`src/rtl/bin2bcd_seq.sv`:
```
// bin2bcd_seq: sequential binary-to-BCD converter (shift-and-add-3).
// A captured WIDTH-bit value is shifted into a five-digit BCD
// accumulator one bit per cycle. The digits and sign are registered
// once at the end, so the outputs never show partial results.
// Optional build macro: BIN2BCD_SIGNED_EN treats bin as two's complement,
// converts its magnitude and reports the sign; otherwise bin is unsigned
// and sign is tied to 0.
module bin2bcd_seq #(
  parameter int WIDTH = 16
) (
  input  logic             clk,
  input  logic             rst_n,
  input  logic             start,
  input  logic [WIDTH-1:0] bin,
  output logic             busy,
  output logic             done,
  output logic             sign,
  output logic [3:0]       dig4,
  output logic [3:0]       dig3,
  output logic [3:0]       dig2,
  output logic [3:0]       dig1,
  output logic [3:0]       dig0
);

  localparam logic [1:0] IDLE  = 2'd0;
  localparam logic [1:0] SHIFT = 2'd1;
  localparam logic [1:0] DONE  = 2'd2;

  logic [1:0]          state;
  logic [4:0]          cnt;
  logic [19:0]         acc;
  logic [19:0]         acc_adj;
  logic [WIDTH-1:0]    shreg;
  logic [WIDTH-1:0]    mag;
  logic [20+WIDTH-1:0] shifted;
  logic                accept;

  // The done cycle is already IDLE, so a start seen alongside done
  // is refused here; the next IDLE cycle with start is honoured.
  assign accept = (state == IDLE) && start && !done;
  assign busy   = (state != IDLE);

`ifdef BIN2BCD_SIGNED_EN
  logic neg;

  // Two's complement magnitude; the most negative value maps onto
  // 2^(WIDTH-1), which still fits in WIDTH unsigned bits.
  assign mag = bin[WIDTH-1] ? (~bin + WIDTH'(1)) : bin;

  // Remember the sign at capture and publish it together with the digits
  always_ff @(posedge clk or negedge rst_n) begin
    if (!rst_n) begin
      neg  <= 1'b0;
      sign <= 1'b0;
    end else begin
      if (accept)
        neg <= bin[WIDTH-1];
      if (state == DONE)
        sign <= neg;
    end
  end
`else
  assign mag  = bin;
  assign sign = 1'b0;
`endif

  // Add 3 to every BCD digit of 5 or more before the next shift
  always_comb begin
    acc_adj = acc;
    for (int i = 0; i < 5; i++) begin
      if (acc[4*i +: 4] >= 4'd5)
        acc_adj[4*i +: 4] = acc[4*i +: 4] + 4'd3;
    end
  end

  // The binary MSB enters the accumulator LSB as the pair shifts left
  assign shifted = {acc_adj, shreg} << 1;

  // Sequencer: capture, WIDTH shift steps, then publish the result
  always_ff @(posedge clk or negedge rst_n) begin
    if (!rst_n) begin
      state <= IDLE;
      cnt   <= 5'd0;
      acc   <= 20'd0;
      shreg <= '0;
      done  <= 1'b0;
      dig4  <= 4'd0;
      dig3  <= 4'd0;
      dig2  <= 4'd0;
      dig1  <= 4'd0;
      dig0  <= 4'd0;
    end else begin
      done <= 1'b0;
      case (state)
        IDLE: begin
          if (accept) begin
            acc   <= 20'd0;
            shreg <= mag;
            cnt   <= 5'(WIDTH);
            state <= SHIFT;
          end
        end
        SHIFT: begin
          acc   <= shifted[20+WIDTH-1:WIDTH];
          shreg <= shifted[WIDTH-1:0];
          cnt   <= cnt - 5'd1;
          if (cnt == 5'd1)
            state <= DONE;
        end
        DONE: begin
          dig4  <= acc[19:16];
          dig3  <= acc[15:12];
          dig2  <= acc[11:8];
          dig1  <= acc[7:4];
          dig0  <= acc[3:0];
          done  <= 1'b1;
          state <= IDLE;
        end
        default: state <= IDLE;
      endcase
    end
  end

endmodule
```
`config.mk`:
```
export PLATFORM = sky130hd
export DESIGN_NAME = bin2bcd_seq
export DESIGN_NICKNAME = d
export VERILOG_FILES = /design/src/rtl/bin2bcd_seq.sv
export SDC_FILE = /design/constraint.sdc
export NUM_CORES = 1
export LEC_CHECK = 0
export ABC_CLOCK_PERIOD_IN_PS = 3900
export BUFFER_PORTS_ARGS = -buffer_cell sky130_fd_sc_hd__buf_2
export CORE_MARGIN = 3
export CORE_UTILIZATION = 50
export DETAILED_ROUTE_END_ITERATION = 16
export PLACE_DENSITY = 0.79
export REMOVE_ABC_BUFFERS = 1
export SYNTH_ARGS = -nofsm -noshare
export SYNTH_HDL_FRONTEND = slang
export SYNTH_SLANG_ARGS = --single-unit
```
`constraint.sdc`:
```
create_clock -name clk -period 3.9 [get_ports clk]
set_input_delay 0 -clock clk [delete_from_list [all_inputs] [get_ports clk]]
set_output_delay 0 -clock clk [all_outputs]
set_load 0.005 [all_outputs]
```
# Word level (Yosys, flattened, before mapping)
# Cells that the tools add are included.
[word_totals]
reg_bits = 64
inputBits = 19
out_inout_bits = 23
[op_classes]
n_lt_le_gt_ge = 5
n_addsub = 6
eq_ne = 5
reduce_logical = 8
muxes = 15
[op_table]
columns = ["operator", "count"]
rows = [
  ["one-hot mux 20 bit (2 select lines)", 1],
  ["one-hot mux 16 bit (2 select lines)", 1],
  ["greater-or-equal comparator 4 x 3 -> 1 bit, second input constant", 5],
  ["2-to-1 mux 20 bit", 1],
  ["adder 4 x 2 -> 4 bit, second input constant", 4],
  ["2-to-1 mux 16 bit", 1],
  ["2-to-1 mux 4 bit", 4],
  ["one-hot mux 5 bit (2 select lines)", 1],
  ["equality test 5 x 1 -> 1 bit, second input constant", 1],
  ["2-to-1 mux 5 bit", 1],
  ["subtractor 5 x 1 -> 5 bit, second input constant", 1],
  ["2-to-1 mux 2 bit", 2],
  ["!= test 2 bit, second input constant", 2],
  ["one-hot mux 2 bit (2 select lines)", 1],
  ["AND reduction 2 bit", 2],
  ["nonzero test 2 bit", 2],
  ["adder 3 x 2 -> 3 bit, second input constant", 1],
  ["2-to-1 mux 3 bit", 1],
  ["equality test 2 x 1 -> 1 bit, second input constant", 1],
  ["equality test 2 bit, second input constant", 1],
  ["logical AND 1 bit", 2],
  ["logical NOT 2 bit", 1],
  ["logical NOT 1 bit", 1],
  ["2-to-1 mux 1 bit", 1],
]

# Longest topological paths before layout
# Gate-level depths: netlist of run 1.
[depth]
word_depth = 5
ltp_mapped = 6
ltp_nobuf = 6

# Worst setup path before layout of run 1
# Ideal clock, no wire load.
[synth_timing]
path_type = "register to register"
from = "register acc[0]"
to = "register acc[1]"
setup_ns = 0.133
required_time_ns = 3.767
synth_period_minus_slack_ns = 1.318
arrival_time_ns = 1.185
slack_ns = 2.582
stages_incl_launch_ff = 7
cell_sequence = "dfrtp_1 > inv_1 > ha_1 > nand2b_1 > a21oi_1 > xnor2_1 > o21ai_0"
[synth_between]
elab_chain_cells = 3
elab_cells_between_ends = 4
classes_between = "add/sub (1); order compare (1); mux (2)"
[synth_lines]
columns = ["element", "line_no", "rtl"]
rows = [
  ["from (decl)", "31", "logic [19:0] acc;"],
  ["from (signal assigned)", "104", "acc <= shifted[20+WIDTH-1:WIDTH];"],
  ["adder 4 x 2 -> 4 bit / greater-or-equal comparator 4 x 3 -> 1 bit (equally long branches)", "72, 71", ""],
  ["2-to-1 mux 4 bit (*)", "71", "if (acc[4*i +: 4] >= 4'd5)"],
  ["one-hot mux 20 bit (2 select lines) (*)", "94", "case (state)"],
]
# Every way passes the cells marked *; elsewhere a longest branch is shown, timed or not.
# A chain may end at the register's enable or synchronous reset.

# Final worst setup path of run 1
[layout_timing]
from = "register state[1]"
to = "register cnt[3]"
[layout_between]
elab_chain_cells = 5
elab_cells_between_ends = 8
classes_between = "eq/ne (2); mux (1); reduce/logical (5)"
[layout_lines]
columns = ["element", "line_no", "rtl"]
rows = [
  ["from (decl)", "29", "logic [1:0] state;"],
  ["from (signal assigned)", "82", "state <= IDLE;"],
  ["from (signal assigned)", "100", "state <= SHIFT;"],
  ["from (signal assigned)", "108", "state <= DONE;"],
  ["logical NOT 2 bit", "40, 94", ""],
  ["logical AND 1 bit (2 in series)", "40", "assign accept = (state == IDLE) && start && !done;"],
  ["!= test 2 bit (no line)", "n/a", ""],
  ["AND reduction 2 bit (no line)", "n/a", ""],
  ["to (signal assigned)", "99", "cnt <= 5'(WIDTH);"],
  ["to (signal assigned)", "106", "cnt <= cnt - 5'd1;"],
  ["to (decl)", "30", "logic [4:0] cnt;"],
]
# Parallel ways exist; a longest one is shown, timed or not.

==> metrics.cfg, run 1 <==
[finish]
drive_above_1_share_pct=19.9
final_common_cell=dfrtp_1
diodes=0
fin_area_sq_um=3480
area_growth_pct=20.3
seqCellArea_sq_um=1600
finalNonFillerCells=414
fillCellCount=482
multiInputGateArea_sq_um=1120
layout_common_cells=64 x dfrtp_1, 40 x buf_2, 32 x nand2_1, 29 x inv_1, 29 x o21ai_0
nNetsFinal=372

[die]
start_util_pct=52.2
core-area_sq_um=5540
io_pins=42
rows=27
die_w_um=82.1
die_y_um=82.1
dieArea_sq_um=6730

[worst_setup_path]
critPathMaxStageDelay_ps=440
cp_top_family=simple AND/OR/NAND/NOR gates
cp.required_ps=4120
path_cells=nand2b_1, buf_4, or4_1, nand3_1, o21ai_1
path_max_fanout=26
cpMaxStageDelayCell=or4_1
critPathLaunchType=flip-flop
cp_data_arrival_time_ps=2070
timing.critical_path.buf_inv=1
critPathCaptureType=flip-flop
worstSetupPathType=reg2reg

[sta]
final.setup.worst_slack_ps=2050
max_freq_mhz=541
slew_violations=0
finalClockSkew_ps=6.55
hold_violations=0
grt_setup_unrepaired=false
fin_tns_setup_ps=0
hold_ws_ps=275
setup_viol=0
period_minus_slack_ps=1850
worstMarginPinSlew_ps=779
finalCritPeriodShare_pct=47.4
slew_headroom_pct=48.1

[logic_synthesis]
avgSynthCellArea_sq_um=10.2
synth_top_cell_area_share_pct=55.4
yosysSeqAreaShare_pct=55.4
synth_largest_area_cell=dfrtp_1
synth_cells=283
syn-cell-area_sq_um=2890
synth_cell_types=29
ys_ff_latch=64
synthTopCellsByArea=dfrtp_1 55%, ha_1 5.2%, o21ai_0 5.0%
yosysWarnings=0

[routing]
drt_iter0_drc=133
dr_total_vias=2204
wl_per_cell_um=13.5
ant_nets=0
drt_wl_total_mm=5.61
drc_errors=0
dr.pass1.iters=4
viasPerCell=5.32

[clock_tree]
clockBufferDepth=2
cts.sinks=64
cts_root_buf=clkbuf_8
clkLatencyLatePin_ps=330
clk_pin_slew_ps=60
post_cts_buffers=0
numCtsBuffers=9
cts_tree=done
h-tree-depth=3

[power_and_ir_drop]
leakage_nw=1.70
irDropWorstVdd_mv=0.356
powerDensity_nw_per_um2=740

[run_status]
status=finished clean

[placed_design]
dpl_cell_area_sq_um=3150
dpl.hpwl_mm=3.59
dp.cells=385
port_buffers=40
place_congestion=0.802
place_ws_ps=2040

[global_routing]
grt_overflow=0
grt_pass1_wl_mm=9.69
antenna_found_initial=0
track_usage_pct=19.3
grt_pass1_vias=2181
grt_max_degree=65

[flow_run]
maxCapViolations=0

[worst_hold_path]
hold_class=in2reg

-- sequential cells by signal, summed over array words and instances, names as in the netlist --
name and flops:
shreg 16, done 1, dig2 4, dig3 4, cnt 5, state 2
dig0 4, dig1 4, acc 20, dig4 4
-- tightest hold or removal path, delay by kind of cell --
kind,cells,cell delay (ps)
buffers and inverters,1,100
AND/OR/NAND/NOR,2,380
AO/OA/AOI/OAI,1,80
-- through the flow --
stage	power [W]	utilization [%]
6_report	0.00258	62.8
5_1_grt	0.00281	62.8
4_1_cts	0.00260	62.8
3_5_place_dp	0.00208	56.8
3_3_place_gp	0.00202	56.8
2_1_floorplan	0.00175	-
-- area by class of cell --
type                    count  share of cell area, %
clock buffers              10                   3.67
clock inverters             2                   1.01
well taps                  72                   2.59
repair buffers             61                   11.5
flip-flops and latches     64                   46.0
multi-input cells         176                   32.1
inverters                  29                   3.13
-- repair_timing --
item | 4_1_cts | 5_1_grt
resized for setup | 0 | 0
hold buffers | 17 | 0
hold endpoints to repair | 80 | 0
-- cells in the mapped netlist --
cell type  instances
dfrtp_1           64
nand2_1           32
inv_1             29
o21ai_0           29
a21oi_1           20
nand3_1           15
o22ai_1           15
ha_1              12
mux2_2            10
buf_2              7
nand2b_1           7
clkbuf_1           5
nor3_1             5
o311ai_0           5
o31ai_1            5
xnor2_1            5
xor2_1             4
o21ai_1            2
or4_1              2
and2_1             1
and2b_1            1
buf_1              1
buf_4              1
conb_1             1
nand2b_4           1
nor2b_2            1
nor4b_1            1
o21bai_2           1
or2_1              1
-- power by group --
part	internal, W	switching [W]
Sequential	0.000942	0.000192
Clock	0.000280	0.000221
Combinational	0.000420	0.000521
Total	0.00164	0.000934
-- logic make-up after synthesis --
| kind of cell | synth area share [%] |
|---|---|
| buffers and inverters | 6.01 |
| other | 0.130 |
| xor gates and xnor gates | 2.72 |
| and+or+nand+nor | 11.4 |
| AOI/OAI and AO/OA | 15.3 |
| muxes | 3.89 |
| DFF | 55.4 |
| adders and majority gates | 5.19 |
-- routing by layer --
layer / global-route usage, % / part of all wire, % / wire length [um] / up-vias
met1: 23.2 / 43 / 2430 / 1051
met5: 0 / 0 / 0 / -
li1: - / - / - / 1083
met2: 32.6 / 50 / 2810 / 59
met3: 4.06 / 4.2 / 238 / 11
met4: 9.63 / 2.2 / 126 / 0
-- worst paths after layout --
path / from / end / slack (ps) / cells past startpoint
setup / recovery: state[1]$_DFFE_PN0P_ / cnt[3]$_DFFE_PN0P_ / 2050 / 5
hold reg to reg: dig4[1]$_DFFE_PN0P_ / dig4[1]$_DFFE_PN0P_ / 470 / 2
max in group asynchronous: rst_n / state[1]$_DFFE_PN0P_ / 3020 / 3
min in group asynchronous: rst_n / shreg[13]$_DFFE_PN0P_ / 360 / 3
hold / removal: start / shreg[0]$_DFFE_PN0P_ / 280 / 4
setup reg to reg: state[1]$_DFFE_PN0P_ / cnt[3]$_DFFE_PN0P_ / 2050 / 5
No activity file was read; power rests on OpenSTA's default activity.
==> inputs of run 2 (changes only) <==
--- a/config.mk
+++ b/config.mk
@@ -5,7 +5,8 @@
 export SDC_FILE = /design/constraint.sdc
 export NUM_CORES = 1
 export LEC_CHECK = 0
-export ABC_CLOCK_PERIOD_IN_PS = 3900
+export ABC_AREA = 1
+export ABC_CLOCK_PERIOD_IN_PS = 1880
 export BUFFER_PORTS_ARGS = -buffer_cell sky130_fd_sc_hd__buf_2
 export CORE_MARGIN = 3
 export CORE_UTILIZATION = 50
==> constraint.sdc (replaced) <==
create_clock -name clk -period 1.88 [get_ports clk]
set_input_delay 0 -clock clk [delete_from_list [all_inputs] [get_ports clk]]
set_output_delay 0 -clock clk [all_outputs]
set_load 0.005 [all_outputs]
==> metrics.cfg, run 2 <==
[logic_synthesis]
avgSynthCellArea_sq_um=7.89  ; -23%
ys_ff_latch=64  ; unchanged
async_flop_share_pct=100  ; unchanged
yosysWarnings=0  ; unchanged
synth_common_cells=151 x nand2_1, 64 x dfrtp_1, 61 x nand3_1, 39 x o21ai_0, 35 x inv_1
yosysMostFrequentCell=nand2_1
synth_edf_count=0  ; unchanged
ys.flop_type=dfrtp_1
syn-cell-area_sq_um=3210  ; +11%
synth_largest_area_cell=dfrtp_1
synthTopCellsByArea=dfrtp_1 50%, nand2_1 18%, nand3_1 9.5%
synth_cells=407  ; +44%
synth_top_cell_area_share_pct=49.9  ; -5.5 points
synth_cell_types=20  ; -31%
yosysSeqAreaShare_pct=49.9  ; -5.5 points

[sta]
finalCritPeriodShare_pct=82.8  ; +35 points
period_minus_slack_ps=1560  ; -292 ps
finalClockSkew_ps=7.51  ; +0.957 ps
hold_ws_ps=114  ; -161 ps
setup_viol=0  ; unchanged
fin_tns_setup_ps=0  ; unchanged
max_freq_mhz=642  ; +19%
hold_violations=0  ; unchanged
slew_violations=0  ; unchanged
grt_setup_unrepaired=false

[global_routing]
grt_max_degree=65  ; unchanged
track_usage_pct=19.2  ; -0.086 points
grt_pass1_vias=2642  ; +21%
grt_overflow=0  ; unchanged
antenna_found_initial=0  ; unchanged
grt_pass1_wl_mm=11.5  ; +18%

[die]
io_pins=42  ; unchanged
dieArea_sq_um=7420  ; +10%
core-area_sq_um=6060  ; +9.4%
die_y_um=86.1  ; +5.0%
die_w_um=86.1  ; +5.0%
start_util_pct=53.0  ; +0.76 points
rows=28  ; +3.7%

[worst_setup_path]
critPathCaptureType=flip-flop
r2r_setup_slack_ps=320  ; -1730 ps
r2r_end=acc[7]$_DFFE_PN0P_
cp_data_arrival_time_ps=1820  ; -250 ps
worstSetupPathType=reg2reg
path_max_fanout=23  ; -12%
timing.rr.start=state[0]$_DFFE_PN0P_
cp.required_ps=2140  ; -1980 ps
critPathLaunchType=flip-flop
r2r_cells=5  ; unchanged

[routing]
drt_iter0_drc=145  ; +9.0%
viasPerCell=5.17  ; -2.8%
dr_total_vias=2799  ; +27%
drt_wl_total_mm=6.56  ; +17%
wl_per_cell_um=12.1  ; -10%
dr.pass1.iters=4  ; unchanged
ant_nets=0  ; unchanged
drc_errors=0  ; unchanged

[clock_tree]
cts_root_buf=clkbuf_8
clockBufferDepth=2  ; unchanged
clkLatencyLatePin_ps=350  ; +20 ps
cts.sinks=64  ; unchanged
h-tree-depth=3  ; unchanged
cts_tree=done
ctsResizeCount=0  ; unchanged
clk_pin_slew_ps=70  ; about the same
numCtsBuffers=9  ; unchanged

[run_status]
status=finished clean

[finish]
reg.largest.list=acc: 20 flops, shreg: 16 flops, cnt: 5 flops
layout_common_cells=151 x nand2_1, 64 x dfrtp_1, 61 x nand3_1, 40 x buf_2, 39 x o21ai_0
final_common_cell=nand2_1
largest_register_ffs=20  ; unchanged
drive_above_1_share_pct=13.7  ; -6.1 points
diodes=0  ; unchanged
nNetsFinal=492  ; +32%
final_core_util_pct=63.4  ; +0.61 points
fillCellCount=521  ; +8.1%
largest-register=acc
area_growth_pct=19.8
fin_area_sq_um=3840  ; +10%

[power_and_ir_drop]
leakage_nw=2.08  ; +23%
irDropWorstVdd_mv=0.837  ; +140%
powerDensity_nw_per_um2=1670  ; +130%
p_total_w=0.00641  ; +150%

[placed_design]
port_buffers=40  ; unchanged
place_congestion=0.770  ; -4.0%
dpl_cell_area_sq_um=3460  ; +9.9%
dpl.hpwl_mm=4.13  ; +15%

[worst_hold_path]
hp-start=start
hold_class=in2reg
min_to=acc[1]$_DFFE_PN0P_
holdPathStages=4  ; unchanged

[flow_run]
maxCapViolations=0  ; unchanged

[run 2: worst max-delay path by stage]
stage                              start                 end  slack (ps)  cells past startpoint
global route        state[0]$_DFFE_PN0P_  acc[7]$_DFFE_PN0P_         200                      5
detailed placement  state[0]$_DFFE_PN0P_  acc[0]$_DFFE_PN0P_         350                      5
finish              state[0]$_DFFE_PN0P_  acc[7]$_DFFE_PN0P_         320                      5
floorplan           state[1]$_DFFE_PN0P_  acc[0]$_DFFE_PN0P_         -50                      4
global placement    state[0]$_DFFE_PN0P_  acc[3]$_DFFE_PN0P_         410                      5
CTS                 state[0]$_DFFE_PN0P_  acc[7]$_DFFE_PN0P_         320                      5
[run 2: stage by stage]
stage | std cells | worst slack [ps]
after floorplan | 388 | -54.5
after global placement | 508 | 410
after detailed placement | 508 | 349
after CTS | 541 | 315
after global routing | 541 | 201
final | 541 | 324
[run 2: layout make-up]
type	instances	area, sq um	area share [%]
Clock buffer	13	149	3.87
Clock inverter	3	65.1	1.69
Tap cell	75	93.8	2.44
Inverter	37	139	3.61
Timing Repair Buffer	62	433	11.3
Sequential cell	64	1600	41.7
Multi-Input combinational cell	287	1360	35.5
[run 2: kinds of logic after synthesis]
logic type / count (synthesis) / synth area share [%]
compound gates: 43 / 6.70
fa+ha+maj: 12 / 4.68
buf+inv: 56 / 7.64
flops: 64 / 49.9
other cells: 1 / 0.117
simple gates: 231 / 31.0
[run 2: worst max-delay path: stages, from the launching register on]
cell and delay [ps]:
dfrtp_1 380, inv_1 140, nor2_4 50, inv_2 250, nand2_2 350, o21ai_0 280
[run 2: layer usage]
layer	track usage [%]	wire length, um	up-vias
li1	-	-	1424
met1	23.1	3070	1309
met2	33.0	3100	58
met3	3.55	300	8
met4	9.06	86	0
met5	0	0	-
[run 2: power breakdown]
group,internal (W),switching [W]
registers,0.00195,0.000372
clock network,0.000783,0.000524
logic,0.00104,0.00174
[run 2: timing repair]
| item | 4_1_cts | 5_1_grt |
|---|---|---|
| hold buffers | 17 | 0 |
| endpoints found under the hold margin | 80 | 0 |
| buffers inserted | 0 | 0 |
